<file path="config.mk">
export PLATFORM = sky130hd
export DESIGN_NAME = adc_frame_streamer
export DESIGN_NICKNAME = d
export VERILOG_FILES = /design/src/rtl/adc_frame_pkg.sv /design/src/rtl/adc_frame_fifo.sv /design/src/rtl/adc_frame_streamer.sv
export SDC_FILE = /design/constraint.sdc
export NUM_CORES = 1
export LEC_CHECK = 0
export ABC_AREA = 1
export ABC_CLOCK_PERIOD_IN_PS = 29700
export CORE_ASPECT_RATIO = 0.9
export CORE_MARGIN = 4
export CORE_UTILIZATION = 45
export CTS_BUF_LIST = sky130_fd_sc_hd__clkbuf_8 sky130_fd_sc_hd__clkbuf_16
export CTS_CLUSTER_DIAMETER = 50
export DETAILED_ROUTE_END_ITERATION = 10
export SLEW_MARGIN = 20
export SYNTH_ARGS = -nofsm -noshare
export SYNTH_HDL_FRONTEND = slang
export SYNTH_SLANG_ARGS = --single-unit
</file>
<file path="constraint.sdc">
create_clock -name clk -period 29.7 [get_ports clk]
set_input_delay 5.94 -clock clk [delete_from_list [all_inputs] [get_ports clk]]
set_output_delay 5.94 -clock clk [all_outputs]
set_load 0.05 [all_outputs]
</file>
<file path="src/rtl/adc_frame_pkg.sv">
// Shared constants and types for the ADC frame streamer: frame geometry,
// field offsets and the streaming FSM state encoding.
package adc_frame_pkg;

    localparam int FRAME_W = 256;
    localparam int WORD_W  = 32;
    localparam int BEATS   = FRAME_W / WORD_W;
    localparam int BEAT_W  = $clog2(BEATS);

    localparam int NS_LSB  = 244;
    localparam int CNT_LSB = 192;
    localparam int CH_W    = 24;
    localparam int NUM_CH  = CNT_LSB / CH_W;

    localparam logic [BEAT_W-1:0] FIRST_BEAT = '0;
    localparam logic [BEAT_W-1:0] LAST_BEAT  = BEAT_W'(BEATS - 1);

    // Channel 0 occupies the most significant channel slot.
    typedef struct packed {
        logic [FRAME_W-NS_LSB-1:0]          nsamples;
        logic [NS_LSB-CNT_LSB-1:0]          counter;
        logic [0:NUM_CH-1][CH_W-1:0]        ch;
    } frame_t;

    typedef enum logic {
        IDLE,
        SEND
    } state_t;

endpackage

</file>
<file path="src/rtl/adc_frame_fifo.sv">
// DEPTH-entry frame FIFO; head is read from registered storage at the
// registered read pointer, and a push into a full FIFO is legal when a pop
// retires the head in the same cycle.
module adc_frame_fifo
    import adc_frame_pkg::*;
#(
    parameter int DEPTH = 4
) (
    input  logic                     clk,
    input  logic                     reset,
    input  logic                     push,
    input  frame_t                   push_data,
    input  logic                     pop,
    output frame_t                   head,
    output logic [$clog2(DEPTH):0]   level,
    output logic                     full,
    output logic                     empty
);

    localparam int AW = $clog2(DEPTH);
    localparam logic [AW:0] FULL_LVL = DEPTH[AW:0];

    frame_t        mem [DEPTH];
    logic [AW-1:0] wr_ptr;
    logic [AW-1:0] rd_ptr;
    logic          do_push;
    logic          do_pop;

    assign full    = (level == FULL_LVL);
    assign empty   = (level == '0);
    assign do_pop  = pop && !empty;
    assign do_push = push && (!full || do_pop);
    assign head    = mem[rd_ptr];

    // NOTE: the storage array has no reset; level and pointers define which
    // entries are meaningful, so clearing the data would only cost flops.
    always_ff @(posedge clk) begin
        if (do_push) begin
            mem[wr_ptr] <= push_data;
        end
    end

    always_ff @(posedge clk or posedge reset) begin
        if (reset) begin
            wr_ptr <= '0;
            rd_ptr <= '0;
            level  <= '0;
        end else begin
            if (do_push) begin
                wr_ptr <= wr_ptr + AW'(1);
            end
            if (do_pop) begin
                rd_ptr <= rd_ptr + AW'(1);
            end
            case ({do_push, do_pop})
                2'b10:   level <= level + (AW+1)'(1);
                2'b01:   level <= level - (AW+1)'(1);
                default: level <= level;
            endcase
        end
    end

endmodule

</file>
<file path="src/rtl/adc_frame_streamer.sv">
// Buffers 256-bit ADC frames and streams each as an 8-beat 32-bit
// Avalon-ST packet, MSW first, dropping and counting frames when full.
module adc_frame_streamer
    import adc_frame_pkg::*;
#(
    parameter int DEPTH = 4,
    parameter int OVF_W = 16
) (
    input  logic                     clk,
    input  logic                     reset,
    input  logic                     enable,
    input  logic [FRAME_W-1:0]       frame_data,
    input  logic                     frame_valid,
    output logic [WORD_W-1:0]        st_data,
    output logic                     st_valid,
    input  logic                     st_ready,
    output logic                     st_sop,
    output logic                     st_eop,
    output logic [OVF_W-1:0]         overflow_count,
    output logic [$clog2(DEPTH):0]   fifo_level,
    output logic                     busy
);

    state_t               state;
    logic [FRAME_W-1:0]   shreg;
    logic [BEAT_W-1:0]    beat;

    frame_t               fifo_head;
    logic                 fifo_full;
    logic                 fifo_empty;
    logic                 pop;
    logic                 push;
    logic                 drop;
    logic                 last_accept;

    // A pop in the same cycle frees a slot, so a full FIFO can still take
    // the incoming frame when the current packet is finishing.
    assign last_accept = (state == SEND) && st_ready && (beat == LAST_BEAT);
    assign pop         = !fifo_empty && ((state == IDLE) || last_accept);
    assign push        = frame_valid && enable && (!fifo_full || pop);
    assign drop        = frame_valid && enable && fifo_full && !pop;

    adc_frame_fifo #(
        .DEPTH (DEPTH)
    ) u_fifo (
        .clk       (clk),
        .reset     (reset),
        .push      (push),
        .push_data (frame_t'(frame_data)),
        .pop       (pop),
        .head      (fifo_head),
        .level     (fifo_level),
        .full      (fifo_full),
        .empty     (fifo_empty)
    );

    assign st_data = shreg[FRAME_W-1 -: WORD_W];
    assign busy    = st_valid || (fifo_level != '0);

    always_ff @(posedge clk or posedge reset) begin
        if (reset) begin
            overflow_count <= '0;
        end else if (drop && (overflow_count != {OVF_W{1'b1}})) begin
            overflow_count <= overflow_count + OVF_W'(1);
        end
    end

    // st_valid/sop/eop are flops so nothing combinational reaches them from st_ready.
    always_ff @(posedge clk or posedge reset) begin
        if (reset) begin
            state    <= IDLE;
            shreg    <= '0;
            beat     <= FIRST_BEAT;
            st_valid <= 1'b0;
            st_sop   <= 1'b0;
            st_eop   <= 1'b0;
        end else begin
            case (state)
                IDLE: begin
                    if (!fifo_empty) begin
                        shreg    <= fifo_head;
                        beat     <= FIRST_BEAT;
                        state    <= SEND;
                        st_valid <= 1'b1;
                        st_sop   <= 1'b1;
                        st_eop   <= 1'b0;
                    end
                end
                SEND: begin
                    if (st_ready) begin
                        if (beat == LAST_BEAT) begin
                            if (!fifo_empty) begin
                                shreg  <= fifo_head;
                                beat   <= FIRST_BEAT;
                                st_sop <= 1'b1;
                                st_eop <= 1'b0;
                            end else begin
                                state    <= IDLE;
                                st_valid <= 1'b0;
                                st_sop   <= 1'b0;
                                st_eop   <= 1'b0;
                            end
                        end else begin
                            shreg  <= shreg << WORD_W;
                            beat   <= beat + BEAT_W'(1);
                            st_sop <= 1'b0;
                            st_eop <= (beat == LAST_BEAT - BEAT_W'(1));
                        end
                    end
                end
                default: state <= IDLE;
            endcase
        end
    end

endmodule
</file>
After elaboration in Yosys (flattened, before gate mapping)
Memories as Yosys holds them, arrays and structs flattened.
Index checks and enable logic that the tools add are counted.

word-level totals
  memory bits (writable) = 1024
  output and inout port bits = 55
  bits in latches = 0
  memory bits (read-only) = 0
  memories = 1
  bits in registers = 286

memory list
  name        depth  width  rd ports  clocked after Yosys merged registers in  write ports  RTL line              source
  u_fifo.mem  4      256    1         0                                        1            adc_frame_fifo.sv:23  frame_t mem [DEPTH];

cells by class
  muxes and demuxes = 27
  magnitude comparators = 0
  bitwise logic cells = 1
  $mul = 0
  shift operators = 0
  equality and inequality tests = 10
  reduce and logical (&&, ||, !) cells = 22
  $add $sub $neg = 6
  divide/modulo/power cells = 0

operators with widths
  operator                 count
  $mux W256                3
  $pmux W256 S2            1
  $add A16 B1 Y16 const B  1
  $ne A16 B16 Y1 const B   1
  $mux W1                  14
  $pmux W3 S2              2
  $logic_and A1 B1 Y1      10
  $eq A3 B3 Y1 const B     3
  $mux W3                  3
  $pmux W1 S2              4
  $add A3 B1 Y3 const B    2
  $add A2 B1 Y2 const B    2
  $logic_or A1 B1 Y1       4
  $ne A2 B1 Y1 const B     2
  $ne A2 B2 Y1 const B     2
  $reduce_and A4 Y1        1
  $logic_not A1 Y1         3
  $logic_not A3 Y1         1
  $reduce_bool A3 Y1       1
  $sub A3 B1 Y3 const B    1
  $eq A2 B1 Y1 const B     1
  $eq A2 B2 Y1 const B     1
  $reduce_and A2 Y1        1
  $reduce_bool A2 Y1       1
  $not A1 Y1               1

Depth between registers and ports, before layout
  depth in word-level cells = 9
  mapped depth = 14
  mapped depth without buffers = 13

Modules after synthesis
A second synthesis with hierarchy kept.

unflattened totals
  cells, all modules = 4278
  area total of the unflattened synthesis = 52113.7 um^2

by module, submodules not included
  module              cells each  times used  area each (um^2)
  adc_frame_fifo      2794        1           38818.5
  adc_frame_streamer  1484        1           13295.3

Worst setup path before layout
Ideal clock, no wire load.

  path kind = input to register
  from = in st_ready
  to = mem u_fifo.mem[0][0] (netlist bit), enable pin
  slack = 11843 ps
  cell stages on the path = 6
  setup time = 879 ps
  arrival time = 16978 ps
  cells stage by stage = inv_1 > nand2_2 > nand2_4 > nand2_1 > nand2_1 > nor2_1

on the way
  word-level cells in the longest chain between the ends = 9

RTL lines
  item                                                       RTL line                                        source
  start, declared                                            adc_frame_streamer.sv:16                        input logic st_ready,
  $logic_and A1 B1 Y1 * (2 in series)                        adc_frame_streamer.sv:38                        assign last_accept = (state == SEND) && st_ready && (beat == LAST_BEAT);
  $logic_or A1 B1 Y1 *                                       adc_frame_streamer.sv:39                        assign pop = !fifo_empty && ((state == IDLE) || last_accept);
  $logic_and A1 B1 Y1 *                                      adc_frame_streamer.sv:39
  $logic_or A1 B1 Y1 or $logic_and A1 B1 Y1 (tied branches)  adc_frame_streamer.sv:40, adc_frame_fifo.sv:31
  $logic_and A1 B1 Y1 or $logic_or A1 B1 Y1 (tied branches)  adc_frame_streamer.sv:40, adc_frame_fifo.sv:32
  $logic_and A1 B1 Y1 *                                      adc_frame_fifo.sv:32                            assign do_push = push && (!full || do_pop);
  $mux W1 *                                                  adc_frame_fifo.sv:38                            if (do_push) begin
  $mux W1 (not written as such) *                            adc_frame_fifo.sv:39                            mem[wr_ptr] <= push_data;
  end, declared                                              adc_frame_fifo.sv:23

Mark *: on every way between the ends. The rest lies on a longest branch, timed or not.

Final worst setup path
  from = in st_ready
  to = mem u_fifo.mem[0][249] (netlist bit), enable pin

The elaborated chain is that of the path after synthesis.

==> reports/results.ini <==
[outcome]
status = complete, no violations

[detailed_routing]
finalWirelength_um = 138000
vias_per_cell = 5.32
post-route-drc-count = 0
drtAntennaViolNets = 0
dr.pass1.iters = 8
wire_per_inst_um = 21.3
via_count = 34371
drtIter0Drc = 3211

[floorplan]
die_area_sq_um = 122000
num_rows = 118
fp.dieH_um = 332
core_area_sq_um = 115000
initial_core_util_pct = 45.5
io-pin-count = 316
die_x_um = 368

[clock_network]
clock_sinks = 1310
cts_resized = 0
cts_buffers = 142
cts_tree = yes
postCtsHoldBufs = 0
insertion_delay_ns = 0.73
clk_pin_slew_ns = 0.06
clockRootBuffer = clkbuf_16
post_cts_buffers = 0
htreeDepth = 4
cts.path.max_buffers = 3

[sta]
setup_violations = 0
holdWs_ns = 0.467
hold_viol = 0
period_needed_ns = 9.86
rsz0062_at_grt = false
skew_ns = 0.0367
slew_headroom_pct = 25.2
tightest_slew_ns = 1.12
final_min_period_over_clock_period_pct = 33.2
fmax_mhz = 101
setup_tns_ns = 0
finalMaxSlewViolations = 0

[hold_path]
hold_class = flip-flop to flip-flop
whs_path_depth = 2

[yosys]
yosysUniqueCellTypes = 34
synth_xor_area_share_pct = 0.150
synth_top_family_by_area = simple AND/OR/NAND/NOR gates
synth_top_area_cell = edfxtp_1
yosys-top-cells-count = edfxtp_1, nand2_1, nor2_1
syn_inst = 4584
synth_compound_area_share_pct = 8.91
mappedNetlistNets = 4855
synth.avg_cell_area_sq_um = 11.5
ys_top_cells_by_area = edfxtp_1, dfrtp_1, nand2_1
muxShareOfSynthArea_pct = 0
yosysSeqAreaShare_pct = 72.2
synth-edff-count = 1024
netlist_area_sq_um = 52500
synth_fa_ha_area_share_pct = 0.253
synth_top_area_share_pct = 58.5
synth.most_common_cell = edfxtp_1
synth_simple_gate_area_share_pct = 14.4
ys_ff_latch = 1310
synth_warnings = 0
synthArstFlopShare_pct = 21.8
synthFlopType = edfxtp_1

[critical_path]
cp.depth = 9
rr_worst_depth = 10
cp-start-kind = primary input
crit_slowest_cell = buf_4
max_stage_delay_ns = 0.81
path_class = primary input to flip-flop
cp_cell_sequence = clkdlybuf4s50_1 -> inv_1 -> nand2_8 -> nand2_4 -> nand2_1 -> nand2_1 -> nor2_4 -> buf_4 -> buf_4
crit_path_max_fanout = 68
cp.arrival_ns = 10.21
crit_family = buffers and inverters
required_ns = 30.05
timing.critical_path.buf_inv = 4
end_kind = flip-flop

[placement]
dp_hpwl_um = 77900
gp_congestion = 0.772
io_buffers = 315
placed_cells = 6186

[layout]
drive_gt1_share_pct = 5.46
area_growth_pct = 16.2
nets = 5041
layout.cells.non_filler = 6459

[power]
power_density_nw_per_um2 = 93.4
p_leak_nw = 22.1
ir_drop_mv = 0.132

[global_routing]
grt_first_pass_wirelength_um = 205000
grt_pass1_vias = 31890
grt.overflow.total = 0
grt_max_degree = 199
antenna_found_initial = 28
groute.usage.overall_pct = 22.0

[job]
drv_cap = 0

tightest hold or removal path, delay by kind of cell (launching register included):
kind          cells  cell delay [ns]
flops             1             0.34
simple gates      2             0.09
flip-flops by register name, indices dropped and copies added, names as in the netlist:
signal	flops
st_sop	1
u_fifo.rd_ptr	2
shreg	256
u_fifo.level	3
st_eop	1
overflow_count	16
u_fifo.mem	1024
st_valid	1
beat	3
state	1
u_fifo.wr_ptr	2
cell type report:
| cell class | instances | area, sq um |
|---|---|---|
| multi-input combinational | 2808 | 12500 |
| fill | 9907 | 54400 |
| sequential | 1310 | 37900 |
| tap | 1560 | 1950 |
| clock buffer | 155 | 3780 |
| inverter | 155 | 609 |
| clock inverter | 105 | 727 |
| timing repair buffer | 353 | 3540 |
| antenna | 13 | 32.5 |
routing by layer:
layer / track usage [%] / wire length, um / part of all wire, % / up-vias
met5: 0 / 69 / 0.050 / -
met2: 34.0 / 63300 / 46 / 991
met1: 32.1 / 62000 / 45 / 16894
met4: 5.75 / 2730 / 2.0 / 10
met3: 4.49 / 9640 / 7.0 / 186
li1: - / - / - / 16290
report_power, final:
part / leakage, nW / switching (mW) / internal, mW
sequential: 13.0 / 0.188 / 2.29
clock: 2.34 / 0.708 / 0.977
combinational: 6.76 / 1.09 / 0.453
total: 22.1 / 1.99 / 3.72
cells in the final DEF (no fill, tap or decap), types with 2 or more instances in the layout:
master,Yosys,final
nand2_8,0,3
clkinv_2,0,19
bufinv_16,0,7
inv_4,1,2
nor2_4,4,8
inv_8,0,4
nor2_1,732,728
o21ai_0,536,536
ha_1,9,9
diode_2,0,13
clkinv_8,0,4
clkinv_4,0,3
a21oi_1,150,150
xor2_1,8,8
dfrtp_1,286,284
dfrtp_4,0,2
clkbuf_16,0,146
buf_4,62,30
o22ai_1,88,88
clkbuf_8,0,9
nand4_1,4,4
clkinv_1,0,22
edfxtp_1,1024,1024
nand2_1,798,798
inv_6,0,6
clkdlybuf4s50_1,0,315
o21ai_1,131,131
clkinvlp_4,0,6
nand3_1,334,334
inv_2,10,7
buf_12,0,8
inv_1,144,180
logic make-up after synthesis:
logic type                 count (synthesis)
buffers and inverters                    466
adders and majority gates                 10
xor gates and xnor gates                   9
DFF                                     1310
and+or+nand+nor                         1879
AOI/OAI and AO/OA                        910
path summary, 6_finish.rpt:
| path | end | slack, ns | from |
|---|---|---|---|
| min in group asynchronous | shreg[112] | 5.67 | reset |
| worst max-delay path | u_fifo.mem[0][249] | 19.84 | st_ready |
| worst max register to register | u_fifo.mem[0][249] | 24.89 | beat[0] |
| worst min register to register | shreg[1] | 0.47 | shreg[1] |
| max in group asynchronous | shreg[170] | 22.65 | reset |
| worst min-delay path | shreg[1] | 0.47 | shreg[1] |
metrics by stage:
| stage | total power [mW] | setup slack, ns | util, % | area, sq um |
|---|---|---|---|---|
| after CTS | 5.75 | 19.80 | 52.9 | 61000 |
| after detailed placement | 4.06 | 19.02 | 49.0 | 56500 |
| after floorplan | 3.61 | 11.84 | - | 52500 |
| after global placement | 4.04 | 19.06 | 49.0 | 56500 |
| final | 5.70 | 19.84 | 52.9 | 61100 |
| after global routing | 6.02 | 19.57 | 52.9 | 61000 |
Power figures use the tool's default switching activity.
